$ cat src/rtl/axis_slot_sequencer.sv
// rtl/axis_slot_sequencer.sv - AXI4-Stream sink that splits a stream into fixed NUM_SLOTS-word packets with slot tagging
//
// Ports:
//   clk, rst                  clock, synchronous active-high reset
//   s_axis_tdata/tvalid/tlast input stream beat
//   s_axis_tready             input ready (output register empty or draining)
//   m_word_data/valid/ready   registered one-entry output word stage
//   m_slot_onehot/m_slot_idx  slot tag of the held word (one-hot zero when not valid)
//   m_word_last               held word closes its packet
//   busy                      packet in progress
//   pkt_done, pkt_err         one-cycle pulses when a packet closes / framing error
//   pkt_count                 packets closed since reset (wraps)

module axis_slot_sequencer #(
    parameter int DATA_WIDTH  = 64,
    parameter int NUM_SLOTS   = 13,
    parameter int IDX_WIDTH   = $clog2(NUM_SLOTS),
    parameter int STRICT_LAST = 1,
    parameter int CNT_WIDTH   = 16
) (
    input  logic                  clk,
    input  logic                  rst,
    input  logic [DATA_WIDTH-1:0] s_axis_tdata,
    input  logic                  s_axis_tvalid,
    output logic                  s_axis_tready,
    input  logic                  s_axis_tlast,
    output logic [DATA_WIDTH-1:0] m_word_data,
    output logic                  m_word_valid,
    input  logic                  m_word_ready,
    output logic [NUM_SLOTS-1:0]  m_slot_onehot,
    output logic [IDX_WIDTH-1:0]  m_slot_idx,
    output logic                  m_word_last,
    output logic                  busy,
    output logic                  pkt_done,
    output logic                  pkt_err,
    output logic [CNT_WIDTH-1:0]  pkt_count
);

    typedef enum logic {
        IDLE   = 1'b0,
        ACTIVE = 1'b1
    } state_t;

    localparam logic [IDX_WIDTH-1:0] LAST_SLOT = IDX_WIDTH'(NUM_SLOTS - 1);
    localparam logic [NUM_SLOTS-1:0] ONEHOT_BASE = NUM_SLOTS'(1);

    state_t               state;
    state_t               state_next;
    logic [IDX_WIDTH-1:0] slot;
    logic [IDX_WIDTH-1:0] slot_next;

    logic accept;
    logic at_final;
    logic close;
    logic early_last;
    logic missing_last;

    // The output stage can take a new beat whenever it is empty or its
    // current word leaves in this same cycle, giving one word per cycle.
    assign s_axis_tready = !m_word_valid || m_word_ready;
    assign accept        = s_axis_tvalid && s_axis_tready;
    assign at_final      = (slot == LAST_SLOT);

    // A packet closes either on its final slot or on tlast, whichever comes
    // first; an early tlast resynchronises the slot counter to 0.
    assign close        = accept && (at_final || s_axis_tlast);
    assign early_last   = accept && s_axis_tlast && !at_final;
    assign missing_last = (STRICT_LAST != 0) && accept && !s_axis_tlast && at_final;

    assign busy = (state == ACTIVE);

    always_ff @(posedge clk) begin
        if (rst) begin
            state <= IDLE;
            slot  <= '0;
        end else begin
            state <= state_next;
            slot  <= slot_next;
        end
    end

    // The slot counter is always 0 in IDLE, so one increment rule covers
    // both the first beat of a packet and the beats that follow it.
    always_comb begin
        state_next = state;
        slot_next  = slot;
        if (accept) begin
            if (close) begin
                state_next = IDLE;
                slot_next  = '0;
            end else begin
                state_next = ACTIVE;
                slot_next  = slot + IDX_WIDTH'(1);
            end
        end
    end

    always_ff @(posedge clk) begin
        if (rst) begin
            m_word_data   <= '0;
            m_word_valid  <= 1'b0;
            m_slot_onehot <= '0;
            m_slot_idx    <= '0;
            m_word_last   <= 1'b0;
            pkt_done      <= 1'b0;
            pkt_err       <= 1'b0;
            pkt_count     <= '0;
        end else begin
            pkt_done <= close;
            pkt_err  <= early_last || missing_last;
            if (close) begin
                pkt_count <= pkt_count + CNT_WIDTH'(1);
            end
            if (accept) begin
                m_word_data   <= s_axis_tdata;
                m_word_valid  <= 1'b1;
                m_slot_onehot <= ONEHOT_BASE << slot;
                m_slot_idx    <= slot;
                m_word_last   <= at_final || s_axis_tlast;
            end else if (m_word_ready) begin
                // Index, data and last may keep stale values once the word
                // has left; only valid and the one-hot strobe must drop.
                m_word_valid  <= 1'b0;
                m_slot_onehot <= '0;
            end
        end
    end

endmodule

$ cat config.mk
export PLATFORM = sky130hd
export DESIGN_NAME = axis_slot_sequencer
export DESIGN_NICKNAME = d
export VERILOG_FILES = /design/src/rtl/axis_slot_sequencer.sv
export SDC_FILE = /design/constraint.sdc
export NUM_CORES = 1
export LEC_CHECK = 0
export ABC_AREA = 1
export BUFFER_PORTS_ARGS = -buffer_cell sky130_fd_sc_hd__buf_2
export CAP_MARGIN = 20
export CELL_PAD_IN_SITES_DETAIL_PLACEMENT = 1
export CELL_PAD_IN_SITES_GLOBAL_PLACEMENT = 2
export CORE_ASPECT_RATIO = 1.4
export CORE_UTILIZATION = 25
export DETAILED_ROUTE_END_ITERATION = 8
export PLACE_DENSITY = 0.77
export SLEW_MARGIN = 5
export SYNTH_ARGS = -nofsm -noshare
export SYNTH_HDL_FRONTEND = slang
export SYNTH_SLANG_ARGS = --single-unit
$ cat constraint.sdc
create_clock -name clk -period 2 [get_ports clk]
set_input_delay 0.3 -clock clk [delete_from_list [all_inputs] [get_ports clk]]
set_output_delay 0.3 -clock clk [all_outputs]
set_load 0.1 [all_outputs]
======== After elaboration in Yosys (flattened, before gate mapping) ========
Index checks and enable logic that the tools add are counted.
operators by class
  $add $sub $neg .......................... 2
  multipliers ............................. 0
  div/mod/pow operators ................... 0
  $lt $le $gt $ge ......................... 0
  equal/unequal tests ..................... 1
  shift-type cells ........................ 1
  mux-type cells .......................... 6
  bitwise gates (word level) .............. 0
  reduce and logical (&&, ||, !) cells .... 13
operators by type and width
  cell                                              count
  2-to-1 mux 13 bit                                 2
  adder 16 x 1 -> 16 bit, second input constant     1
  left shift 1 x 4 -> 13 bit, first input constant  1
  logical AND 1 bit                                 6
  adder 4 x 1 -> 4 bit, second input constant       1
  == test 4 bit, second input constant              1
  2-to-1 mux 4 bit                                  1
  logical NOT 1 bit                                 3
  logical OR 1 bit                                  3
  2-to-1 mux 1 bit                                  3
  nonzero test 2 bit                                1
storage, ports and cells
  bits in registers ....................... 106
  latch bits .............................. 0
  RAM bits ................................ 0
  memory bits (read-only) ................. 0
  input port bits ......................... 69
  memories kept ........................... 0

======== Longest topological paths before layout ========
  word-level depth ........................ 6
  mapped depth ............................ 10

======== Worst setup path before layout ========
Ideal clock, no wire load.
  kind .................................... reg2reg
  from .................................... register m_word_valid
  to ...................................... register m_word_data[0]
  library setup time ...................... 65 ps
  arrival ................................. 2734 ps
  data required time ...................... 1935 ps
  slack ................................... -799 ps
  stages on the path, launching flop included .. 7
  path through ............................ dfxtp_1 -> nand2_1 -> nand2_1 -> buf_4 -> clkbuf_1 -> o21ai_0 -> nor2_1
between the ends
  cells in the longest elaborated chain, start to end .. 3
ends and longest elaborated chain
  item                      line  text
  start: declaration        28    output logic m_word_valid,
  start signal: assignment  101   m_word_valid <= 1'b0;
  start signal: assignment  116   m_word_valid <= 1'b1;
  start signal: assignment  123   m_word_valid <= 1'b0;
  logical NOT 1 bit         60    assign s_axis_tready = !m_word_valid || m_word_ready;
  logical OR 1 bit          60
  net s_axis_tready         25    output logic s_axis_tready,
  logical AND 1 bit         61    assign accept = s_axis_tvalid && s_axis_tready;
  end signal: assignment    115   m_word_data <= s_axis_tdata;
  end: declaration          27    output logic [DATA_WIDTH-1:0] m_word_data,
The timed path passes the listed nets, and every way through them passes these cells.
A chain may end at the register's enable or synchronous reset.

======== Worst setup path in the final report ========
  from .................................... register slot[0]
  to ...................................... register pkt_count[9]
between the ends
  cells in the longest elaborated chain, start to end .. 3
ends and longest elaborated chain
  item                      line  text
  start: declaration        49    logic [IDX_WIDTH-1:0] slot;
  start signal: assignment  78    slot <= slot_next;
  == test 4 bit             62    assign at_final = (slot == LAST_SLOT);
  logical OR 1 bit          66    assign close = accept && (at_final || s_axis_tlast);
  logical AND 1 bit         66
  end signal: assignment    112   pkt_count <= pkt_count + CNT_WIDTH'(1);
  end: declaration          36    output logic [CNT_WIDTH-1:0] pkt_count
Every way passes these cells.

==> run_results.csv <==
group,metric,value,unit
outcome,status,"finished clean",
power,seqPwrFrac,40.9,%
clocking,cts_buffer_depth,2,
critical_path,worst_setup_path_start_kind,"register",
clocking,cts_buffers,9,
grt,grt_pass1_vias,4083,
grt,grt_max_degree,63,
clocking,cts.sinks,106,
yosys,syn-cell-area,4020,um2
yosys,synth_top_area_share,52.8,%
clocking,clk_latency,360,ps
worst_hold_path,hp-class,"in2reg",
clocking,cts_tree,"yes",
place,dp_hpwl,9210,um
routing,ant_nets,0,
place,gp_congestion,0.744,
final_layout,n_antenna_cell,0,
critical_path,crit_type,"reg2reg",
final_layout,layout_common_cells,"171 x buf_2, 164 x nor2_1, 103 x dfxtp_1, 69 x nand2_1, 68 x o21ai_0",
timing,worstMarginPinSlew,517,ps
final_layout,final_common_cell,"buf_2",
grt,overflow,0,
yosys,synthTopCellsByArea,"dfxtp_1 53%, nor2_1 15%, o21ai_0 8.5%, nand2_1 6.6%, a21oi_1 3.6%",
timing,fin_skew,8.00,ps
routing,num_vias,4000,
place,port_buffers,171,
power,p_int,3.62,mW
yosys,synth_fp_nets,611,
clocking,clk_pin_slew_worst_paths,70,ps
yosys,avgSynthCellArea,7.51,um2
timing,hold_viol,0,
final_layout,fin_cells,899,
routing,drc_errors,0,
power,ir_drop,398,uV
clocking,holdBufCountCts,0,
grt,grt_pass1_wl,20100,um
final_layout,fin_nets,774,
grt,antenna_found_initial,0,
clocking,post_cts_buffers,0,
routing,first_pass_iters,4,
routing,post_drt_wl_per_cell,13.9,um
routing,viasPerCell,4.45,
die,fp-row-count,54,
power,power_per_cell_area,1030,nW/um2
die,die_y,152,um
power,combPwrFrac,23.8,%
yosys,yosys.area.top_type,"dfxtp_1",
timing,setup-tns-final,0,ps
power,p_leak,2.61,nW
die,ios,172,
yosys,yosys.cell_types.count,23,
critical_path,cp.arrival,1960,ps
yosys,synth_warnings,0,
power,p_switching,1.97,mW
timing,relSlewSlack,65.8,%
critical_path,cp.required,2240,ps
power,swShare,35.2,%
clocking,htreeDepth,3,
clocking,cts-resized-gates,0,
yosys,ys_ff_latch,106,
place,placed_cells,883,
die,core,15700,um2
critical_path,path_max_fanout,10,
flow_run,maxCapViolations,0,
timing,finalCriticalPeriod,1720,ps
yosys,syn_inst,535,
final_layout,syn_to_final_growth,35.3,%
die,die_w,109,um
critical_path,endpoint_kind,"register",
power,clkPwrFrac,35.3,%
die,initial_core_util,25.6,%
timing,whs,190,ps
grt,grt_usage,15.6,%
routing,drtIter0Drc,91,
timing,fmax,581,MHz
die,die_area,16600,um2
yosys,yosysSeqAreaShare,52.8,%
clocking,cts_root_buf,"clkbuf_16",
routing,routed_wl,12500,um
timing,drv_slew,0,
timing,fin_crit_sh,86.0,%
timing,rsz0062_at_grt,"false",
final_layout,post_route_cells_drive_above_1_share,29.4,%
timing,finalSetupViolations,0,
## critical path, cell delays in order (launching register included)
cell and delay, ps:
dfxtp_1 400, inv_1 110, ha_1 240, nand3_1 140, nand2_1 100, nand2_1 110
buf_4 230, nor2_8 70, a21oi_1 140, nor2_1 70
## power groups by stage
stage | logic, mW | clock network [mW] | registers (mW)
6_report | 1.33 | 1.97 | 2.29
5_1_grt | 1.40 | 2.13 | 2.30
3_3_place_gp | 1.32 | 0 | 2.33
2_1_floorplan | 0.248 | 0 | 3.15
3_5_place_dp | 1.34 | 0 | 2.34
4_1_cts | 1.34 | 2.05 | 2.29
## flip-flops by register name (all words and copies together), names as in the netlist, 4 cells and up
signal	flops
m_word_data	64
m_slot_idx	4
m_slot_onehot	13
pkt_count	16
slot	4
## per-stage QoR
step	setup WS, ps	power (mW)	instance area, um2	utilization [%]
final	280	5.59	5440	34.7
after CTS	262	5.68	5440	34.7
after floorplan	37.8	3.40	4030	-
after global routing	99.6	5.84	5440	34.7
after global placement	441	3.66	5110	32.6
after detailed placement	303	3.68	5110	32.6
## area by class of cell
type	count	area, um2
multi-input combinational	375	1690
clock buffer	13	260
inverter	25	93.8
fill	1995	10200
sequential	106	2130
clock inverter	3	68.8
tap	196	245
timing repair buffer	181	956
## final timing paths
check                    from               end  slack, ps  depth (start not counted)
max                   slot[0]      pkt_count[9]        280                          9
min          s_axis_tdata[16]   m_word_data[16]        190                          3
max reg2reg           slot[0]      pkt_count[9]        280                          9
min reg2reg  m_slot_onehot[3]  m_slot_onehot[3]        460                          2
## synth_stat cells, drive strengths merged
cell	instances
nor3	3
nand2	71
nor2	168
dfxtp	106
a211oi	1
ha	7
o21a	1
nand3	22
o21ai	70
clkinv	1
inv	24
a21oi	30
buf	6
nor3b	1
o21bai	1
clkbuf	23
## routing by layer
metal / GRT usage, % / vias up / part of all wire, %
met5: 0 / - / 0
met3: 3.47 / 18 / 5.2
met4: 8.00 / 0 / 2.5
li1: - / 2029 / -
met2: 29.0 / 103 / 54
met1: 15.7 / 1850 / 38
## cell families (layout without fill, tap and decap cells)
group | Yosys count | count (layout) | share of synthesized area [%]
compound gates | 103 | 103 | 13.3
fa+ha+maj | 7 | 7 | 2.18
buf+inv | 54 | 222 | 5.42
flops | 106 | 106 | 52.8
simple gates | 265 | 265 | 26.3
No activity file was read; power rests on OpenSTA's default activity.
